<file path="src/rtl/led_pkg.sv">
// Shared definitions for the LED frame buffer: FSM states, control register bits,
// default register pointers and the channel-count helper.
package led_pkg;

    typedef enum logic [2:0] {
        ST_IDLE,
        ST_WRITE,
        ST_CTRL,
        ST_BRIGHT,
        ST_DISCARD
    } state_t;

    localparam int unsigned CTRL_LATCH_BIT   = 0;
    localparam int unsigned CTRL_BLANK_BIT   = 1;
    localparam int unsigned CTRL_OVF_CLR_BIT = 7;

    localparam logic [7:0] DEF_CTRL_ADDR   = 8'hFF;
    localparam logic [7:0] DEF_BRIGHT_ADDR = 8'hFE;

    function automatic int unsigned nch(input int unsigned led_cnt, input int unsigned ch_per_led);
        return led_cnt * ch_per_led;
    endfunction

endpackage

</file>
<file path="src/rtl/led_scale.sv">
// One output channel: registered brightness scaling (value * (bright + 1)) >> 8 with blanking,
// plus a registered flag that the output value changed on the last edge.
module led_scale (
    input  logic       clk,
    input  logic       reset,
    input  logic [7:0] chan,
    input  logic [7:0] bright,
    input  logic       blank,
    output logic [7:0] scaled,
    output logic       changed
);

    logic [15:0] prod;
    logic [7:0]  scaled_d;

    // bright + 1 keeps 8'hFF an exact identity; the product never exceeds 16 bits
    always_comb begin
        prod     = 16'(chan) * (16'(bright) + 16'd1);
        scaled_d = blank ? '0 : 8'(prod >> 8);
    end

    always_ff @(posedge clk) begin
        if (!reset) begin
            scaled  <= '0;
            changed <= 1'b0;
        end else begin
            scaled  <= scaled_d;
            changed <= (scaled_d != scaled);
        end
    end

endmodule

</file>
<file path="src/rtl/led_frame_buffer.sv">
// I2C-fed LED register file: shadow/active channel buffers with auto-increment pointer,
// control and brightness registers, and a scaled, bit-reversed frame for the serializer.
module led_frame_buffer
    import led_pkg::*;
#(
    parameter int unsigned LED_CNT     = 3,
    parameter int unsigned CH_PER_LED  = 3,
    parameter bit          AUTO_WRAP   = 1'b1,
    parameter logic [7:0]  CTRL_ADDR   = DEF_CTRL_ADDR,
    parameter logic [7:0]  BRIGHT_ADDR = DEF_BRIGHT_ADDR
) (
    input  logic                                   clk,
    input  logic                                   reset,
    input  logic [7:0]                             i2c_data_i,
    input  logic [7:0]                             i2c_addr_i,
    input  logic                                   i2c_valid_i,
    input  logic                                   i2c_start_i,
    input  logic                                   i2c_stop_i,
    output logic [nch(LED_CNT, CH_PER_LED)*8-1:0]  frame_o,
    output logic                                   frame_update_o,
    output logic                                   busy_o,
    output logic                                   overflow_o
);

    localparam int unsigned NCH      = nch(LED_CNT, CH_PER_LED);
    localparam logic [8:0]  NCH_W    = 9'(NCH);
    localparam logic [7:0]  PTR_LAST = 8'(NCH - 1);

    state_t     state_q, state_d;
    logic [7:0] ptr_q, ptr_d;
    logic [1:0] ctrl_q;
    logic [7:0] bright_q;
    logic       txn_wrote_q, txn_wrote_d;
    logic [7:0] shadow_q [NCH];
    logic [7:0] active_q [NCH];

    logic wr_en, ctrl_we, bright_we, ovf_set, latch_req;

    always_comb begin
        state_d     = state_q;
        ptr_d       = ptr_q;
        txn_wrote_d = txn_wrote_q;
        wr_en       = 1'b0;
        ctrl_we     = 1'b0;
        bright_we   = 1'b0;
        ovf_set     = 1'b0;
        latch_req   = 1'b0;

        if (i2c_start_i) begin
            ptr_d       = i2c_addr_i;
            txn_wrote_d = 1'b0;
            if (i2c_addr_i == CTRL_ADDR) begin
                state_d = ST_CTRL;
            end else if (i2c_addr_i == BRIGHT_ADDR) begin
                state_d = ST_BRIGHT;
            end else if ({1'b0, i2c_addr_i} < NCH_W) begin
                state_d = ST_WRITE;
            end else begin
                state_d = ST_DISCARD;
                ovf_set = 1'b1;
            end
        end else if (state_q != ST_IDLE) begin
            if (i2c_valid_i) begin
                case (state_q)
                    ST_WRITE: begin
                        wr_en       = 1'b1;
                        txn_wrote_d = 1'b1;
                        if (ptr_q == PTR_LAST) begin
                            if (AUTO_WRAP) begin
                                ptr_d = '0;
                            end else begin
                                state_d = ST_DISCARD;
                            end
                        end else begin
                            ptr_d = ptr_q + 8'd1;
                        end
                    end
                    ST_CTRL:    ctrl_we   = 1'b1;
                    ST_BRIGHT:  bright_we = 1'b1;
                    ST_DISCARD: ovf_set   = 1'b1;
                    default: ;
                endcase
            end
            if (i2c_stop_i) begin
                state_d   = ST_IDLE;
                latch_req = ctrl_q[CTRL_LATCH_BIT] && (txn_wrote_q || wr_en);
            end
        end
    end

    always_ff @(posedge clk) begin
        if (!reset) begin
            state_q     <= ST_IDLE;
            ptr_q       <= '0;
            ctrl_q      <= '0;
            bright_q    <= '1;
            txn_wrote_q <= 1'b0;
            overflow_o  <= 1'b0;
            for (int unsigned k = 0; k < NCH; k++) begin
                shadow_q[k] <= '0;
                active_q[k] <= '0;
            end
        end else begin
            state_q     <= state_d;
            ptr_q       <= ptr_d;
            txn_wrote_q <= txn_wrote_d;
            if (ctrl_we) begin
                ctrl_q <= i2c_data_i[1:0];
            end
            if (bright_we) begin
                bright_q <= i2c_data_i;
            end
            if (ovf_set) begin
                overflow_o <= 1'b1;
            end else if (ctrl_we && i2c_data_i[CTRL_OVF_CLR_BIT]) begin
                overflow_o <= 1'b0;
            end
            // The latch copy merges a byte arriving with the stop, so it lands in the same frame
            for (int unsigned k = 0; k < NCH; k++) begin
                if (wr_en && ptr_q == 8'(k)) begin
                    shadow_q[k] <= i2c_data_i;
                end
                if (latch_req) begin
                    active_q[k] <= (wr_en && ptr_q == 8'(k)) ? i2c_data_i : shadow_q[k];
                end else if (wr_en && ptr_q == 8'(k) && !ctrl_q[CTRL_LATCH_BIT]) begin
                    active_q[k] <= i2c_data_i;
                end
            end
        end
    end

    logic [NCH-1:0] chg;

    for (genvar k = 0; k < NCH; k++) begin : g_ch
        logic [7:0] scaled;

        led_scale u_scale (
            .clk     (clk),
            .reset   (reset),
            .chan    (active_q[k]),
            .bright  (bright_q),
            .blank   (ctrl_q[CTRL_BLANK_BIT]),
            .scaled  (scaled),
            .changed (chg[k])
        );

        for (genvar i = 0; i < 8; i++) begin : g_bit
            assign frame_o[8*k+i] = scaled[7-i];
        end
    end

    assign frame_update_o = |chg;
    assign busy_o         = (state_q != ST_IDLE);

endmodule

</file>
<file path="config.mk">
export PLATFORM = sky130hd
export DESIGN_NAME = led_frame_buffer
export DESIGN_NICKNAME = d
export VERILOG_FILES = /design/src/rtl/led_pkg.sv /design/src/rtl/led_scale.sv /design/src/rtl/led_frame_buffer.sv
export SDC_FILE = /design/constraint.sdc
export NUM_CORES = 2
export LEC_CHECK = 0
export CAP_MARGIN = 0
export CORE_MARGIN = 2
export CORE_UTILIZATION = 27
export CTS_CLUSTER_DIAMETER = 60
export DETAILED_ROUTE_END_ITERATION = 8
export DONT_BUFFER_PORTS = 1
export SETUP_SLACK_MARGIN = 0.02
export SLEW_MARGIN = 20
export SYNTH_ARGS = -nofsm -noshare
export SYNTH_HDL_FRONTEND = slang
export SYNTH_HIERARCHICAL = 1
export SYNTH_SLANG_ARGS = --single-unit
</file>
<file path="constraint.sdc">
create_clock -name clk -period 11.6 [get_ports clk]
set_input_delay 1.16 -clock clk [delete_from_list [all_inputs] [get_ports clk]]
set_output_delay 1.16 -clock clk [all_outputs]
set_load 0.02 [all_outputs]
</file>
# After elaboration in Yosys (flattened, before gate mapping)
# Memory sizes are Yosys's and may differ from the RTL's.
# Index checks and enable logic that the tools add are counted.
totals:
  reg_bits: 104
  ramBits: 144
  inputBits: 21
  output_inout_bits: 75
  word_cells: 272
  memories: 2
op_classes:
  add_sub_neg: 2
  n_mul: 9
  n_lt_le_gt_ge: 1
  n_eq_ne: 23
  mux: 149
  bitwise_logic: 28
  reduce_logical: 34
mem_list:
  columns: ["name", "depth", "width", "read_ports", "rd_ports_with_merged_regs", "wr", "line_no", "rtl"]
  rows:
  - ["active_q", 9, 8, 9, 0, 9, "led_frame_buffer.sv:35", "logic [7:0] active_q [NCH];"]
  - ["shadow_q", 9, 8, 9, 0, 9, "led_frame_buffer.sv:34", "logic [7:0] shadow_q [NCH];"]
op_table:
  columns: ["operator", "count"]
  rows:
  - ["$mux 8", 50]
  - ["$mul 8x16->16", 9]
  - ["$mux 1", 93]
  - ["$ne 8x8->1", 9]
  - ["$eq 8x3->1 const B", 4]
  - ["$or 1x1->1", 27]
  - ["$logic_and 1x1->1", 20]
  - ["$mux 3", 6]
  - ["$eq 8x2->1 const B", 2]
  - ["$eq 8x8->1 const B", 2]
  - ["$reduce_bool 2->1", 5]
  - ["$add 8x1->9 const B", 1]
  - ["$reduce_or 9->1", 1]
  - ["$add 8x1->8 const B", 1]
  - ["$eq 8x1->1 const B", 1]
  - ["$eq 8x4->1 const B", 1]
  - ["$logic_not 8->1", 1]
  - ["$lt 8x4->1 const B", 1]
  - ["$eq 3x2->1 const B", 2]
  - ["$reduce_and 3->1", 2]
  - ["$eq 3x1->1 const B", 1]
  - ["$eq 3x3->1 const B", 1]
  - ["$reduce_bool 3->1", 1]
  - ["$reduce_and 2->1", 1]
  - ["4 further kinds", 4]

# Depth between registers and ports, before layout
depth:
  depth_word: 15
  mapped_depth: 22
  depth_no_buf: 21

# By module
# Netlist, hierarchy kept.
by_module_without_submodules:
  columns: ["module", "instances", "cells_per_inst", "area_each_um2", "seq_area_each_um2"]
  rows:
  - ["led_scale (g_ch[0].u_scale ...)", 3, 309, 2731.4, 180.2]
  - ["led_frame_buffer", 1, 561, 7058.0, 4784.6]
  - ["led_scale (g_ch[4].u_scale ...)", 2, 345, 2886.5, 180.2]
  - ["led_scale (g_ch[8].u_scale)", 1, 341, 2874.0, 180.2]
  - ["led_scale (g_ch[3].u_scale)", 1, 331, 2851.5, 180.2]
  - ["led_scale (g_ch[7].u_scale)", 1, 315, 2755.1, 180.2]
  - ["led_scale (g_ch[6].u_scale)", 1, 308, 2703.8, 180.2]

# Worst setup path after synthesis
# OpenSTA, ideal clock, no wires.
synth_path:
  path_type: "reg2reg"
  from: "register bright_q[0]"
  to: "register g_ch[6].u_scale.changed"
  setup_ns: 0.125
  arrival_time_ns: 6.622
  required_ns: 11.475
  slack_ns: 4.853
  path_stages_with_launch: 21
  n_path_buf: 1
  period_less_slack_ns: 6.747
  path_cell_list: "dfxtp_1 buf_2 nand2_1 nor2_1 nand3_1 xor2_1 nor2b_1 fa_1 inv_1 fa_1 fa_1 fa_1 inv_1 ha_1 and2_1 a221o_1 a221oi_2 xor2_1 o311ai_0 a22oi_1 o41a_1"
synth_between:
  elab_chain_cells: 4
synth_lines:
  columns: ["item", "line_no", "rtl"]
  rows:
  - ["start, declared", "led_frame_buffer.sv:32", "logic [7:0] bright_q;"]
  - ["start signal, assigned", "led_frame_buffer.sv:111", "bright_q <= i2c_data_i;"]
  - ["$add 8x1->9", "led_scale.sv:18", "prod = 16'(chan) * (16'(bright) + 16'd1);"]
  - ["$mul 8x16->16", "led_scale.sv:18", null]
  - ["$mux 8", "led_scale.sv:19", "scaled_d = blank ? '0 : 8'(prod >> 8);"]
  - ["$ne 8x8->1", "led_scale.sv:28", "changed <= (scaled_d != scaled);"]
  - ["end signal, assigned", "led_scale.sv:28", null]
  - ["end, declared", "led_scale.sv:10", "output logic changed"]
# No other way between the ends.
# A chain may end at the register's enable or synchronous reset.

# Worst setup path after layout
# Ends and elaborated chain as after synthesis.

==> results.ini <==
[worst_hold_path]
whs_path_depth=2
hp-class=reg2reg

[setup_path]
path_class=reg2reg
crit_cells=18
path_cells=buf_4 -> ha_1 -> nand3_1 -> xnor2_1 -> nand2_1 -> fa_1 -> fa_1 -> fa_1 -> fa_1 -> inv_1 -> ha_1 -> a21o_1 -> a221o_1 -> a221oi_2 -> xor2_1 -> o311ai_0 -> a22oi_1 -> o41a_1
critPathMaxStageDelay_ps=700
reg2reg_depth=18
cp.required_ps=12050
worst-path-max-fanout=48
arrival_ps=7560
cp_num_buf_inv=2
start_kind=flop
cpLargestDelayFamily=adder cells
endpoint_kind=flop
worst_path_max_delay_cell=dfxtp_4
crit_top_cell=fa_1

[synthesis]
yosys_warnings=6
ys_top_cells_by_count=inv_1 (440), nand2_1 (410), fa_1 (360), ha_1 (301), and2_1 (290)
synth_async_sr_flop_share_pct=0
synth_ff_type=edfxtp_1
yosys_register_bits=248
yosysMostFrequentCell=inv_1
syn_inst=3473
ys_seq_area_share_pct=19.9
synth_top_area_share_pct=22.4
synth_area_sq_um=32200
avgSynthCellArea_sq_um=9.27
yosysTopAreaCell=fa_1
ys_types=117
netlist_top_cells_area=fa_1 (22%), edfxtp_1 (13%), ha_1 (12%)
mappedNetlistNets=4155
synth_edf_count=144

[clock_tree]
cts_max_path_buffers=3
htree_num_levels=2
root_buffer=clkbuf_16
postCtsSetupBuffers=0
worstSkewPairLatency_ps=580
ctsHoldBuffers=0
clk_pin_slew_worst_paths_ps=70
cts_resized=0
cts_buffers=36
cts.sinks=248
cts_tree=yes

[floorplanning]
start_util_pct=27.2
die_h_microns=349
coreArea_sq_um=118000
die_w_microns=349
num_rows=126
dieArea_sq_um=122000
ios=96

[timing]
slew_violations=0
setup_viol=0
rsz0062_at_grt=false
fin_crit_sh_pct=61.3
setup_tns_ps=0
fmax_ghz=0.141
finClkSkew_ps=30.9
holdWs_ps=518
tightest_slew_ps=1030
period_needed_ps=7110
max_slew_margin_pct=30.5
finalHoldViolCount=0

[power_and_ir_drop]
powerDensity_nw_per_um2=68.4
pwr-share-comb_pct=7.7
swShare_pct=27.1
power_frac_seq_pct=42.7
p_leak_uw=0.0155
switching_power_uw=649
irDropWorstVdd_v=0.0000934
p_int_uw=1750
power_uw=2400
p_clk_share_pct=49.6

[route]
routed-via-count=23900
avgViaCountPerCell=4.81
first_pass_iters=5
drt.antenna.violating_nets=0
drtIter0Drc=1504
drt-total-wl_mm=80.7
drc=0
post_drt_wl_per_cell_microns=16.2

[layout]
diodes=0
area_growth_syn_to_layout_pct=8.91
multi_input_area_sq_um=23700
drive_above_1_share_pct=5.40
fin_nets=4097
regArea_sq_um=6420
n_fill_cell=12300

[grt]
antenna_found_initial=1
grt_pass1_wl_mm=133
gr-total-overflow=0
grtUsageTotal_pct=13.3
grt_pass1_vias=24300
grt_max_degree=66

[job]
drv_cap=0

[run_status]
status=finished, final reports clean

[placement]
routabilityCongestion=0.807
hpwlAfterDp_mm=61.0
io_buffers=0

## path summary, 6_finish.rpt
| kind | start | end | slack (ps) |
|---|---|---|---|
| max | bright_q[0]$_SDFFE_PN1P_ | g_ch[6].u_scale/changed$_SDFF_PN0_ | 4490 |
| min reg2reg | txn_wrote_q$_SDFFE_PP0P_ | txn_wrote_q$_SDFFE_PP0P_ | 520 |
| max reg2reg | bright_q[0]$_SDFFE_PN1P_ | g_ch[6].u_scale/changed$_SDFF_PN0_ | 4490 |
| min | txn_wrote_q$_SDFFE_PP0P_ | txn_wrote_q$_SDFFE_PP0P_ | 520 |
## power by group through the flow
stage | logic [uW] | clock network, uW | registers (uW)
global route | 209 | 1250 | 1030
detailed placement | 183 | 0 | 1040
CTS | 185 | 1220 | 1030
finish | 184 | 1190 | 1020
floorplan | 161 | 0 | 1010
global placement | 181 | 0 | 1040
## layout by cell type (no fill, tap or decap), drive strengths merged, types with 14 or more instances in the layout
cell / netlist / layout
xor2: 68 / 68
o21a: 23 / 23
and3: 27 / 27
nor3: 59 / 59
nand2: 410 / 410
nand4: 17 / 17
inv: 440 / 450
a31oi: 24 / 24
and2b: 14 / 14
nand3b: 15 / 15
nor4: 17 / 17
o21ai: 82 / 82
nor2: 175 / 175
nor2b: 89 / 89
o31ai: 18 / 18
dfxtp: 104 / 104
nor3b: 17 / 17
mux2i: 74 / 74
ha: 301 / 301
clkbuf: 85 / 39
nand2b: 30 / 30
fa: 360 / 360
nand3: 82 / 82
edfxtp: 144 / 144
and2: 305 / 305
nor4b: 14 / 14
xnor2: 98 / 98
or3: 20 / 20
o211ai: 14 / 14
a21oi: 119 / 119
## area by class of cell
class	count	share of cell area [%]
Tap cell	1536	5.48
Inverter	440	4.71
Sequential cell	248	18.3
Clock buffer	39	2.63
Timing Repair Buffer	13	0.278
Multi-Input combinational cell	2676	67.6
Clock inverter	27	1.03
## metal layers
metal  GRT usage (%)  part of all wire (%)  routed length (microns)  vias to the layer above
li1                -                     -                        -                    11500
met1            17.8                    45                    36500                    11800
met2            22.2                    47                    37900                      512
met3            2.51                   5.7                     4590                       92
met4            3.26                   2.1                     1700                        0
met5               0                     0                        0                        -
## worst register-to-register path, stage by stage, from the launching register on
cell      delay (ps)
dfxtp_4          700
buf_4            580
ha_1             390
nand3_1          120
xnor2_1          640
nand2_1          150
fa_1             490
fa_1             570
fa_1             430
fa_1             490
inv_1             40
ha_1             320
a21o_1           230
a221o_1          350
a221oi_2         490
xor2_1           150
o311ai_0         360
a22oi_1          110
o41a_1           400
## stage by stage
stage | cell area [sq um] | utilization, % | std cells | setup slack [ps]
after floorplan | 32200 | - | 3473 | 4850
after global placement | 33800 | 28.6 | 4913 | 4730
after detailed placement | 33800 | 28.6 | 4913 | 4570
after CTS | 35100 | 29.7 | 4979 | 4560
after global routing | 35100 | 29.7 | 4979 | 4050
final | 35100 | 29.7 | 4979 | 4490
## logic make-up after synthesis
kind of cell,count (synthesis),synth area share [%]
buf+inv,549,6.57
simple gates,1339,22.2
flops,248,19.9
xor+xnor,169,4.75
fa+ha+maj,661,34.1
mux,84,2.66
compound gates,423,9.83
## state kept, by name, indices dropped and copies added, names as in the netlist
register              count
g_ch.u_scale/scaled      72
g_ch.u_scale/changed      9
txn_wrote_q               1
ctrl_q                    2
active_q                 72
shadow_q                 72
state_q                   3
overflow_o                1
ptr_q                     8
bright_q                  8
No activity file was read; power rests on OpenSTA's default activity.
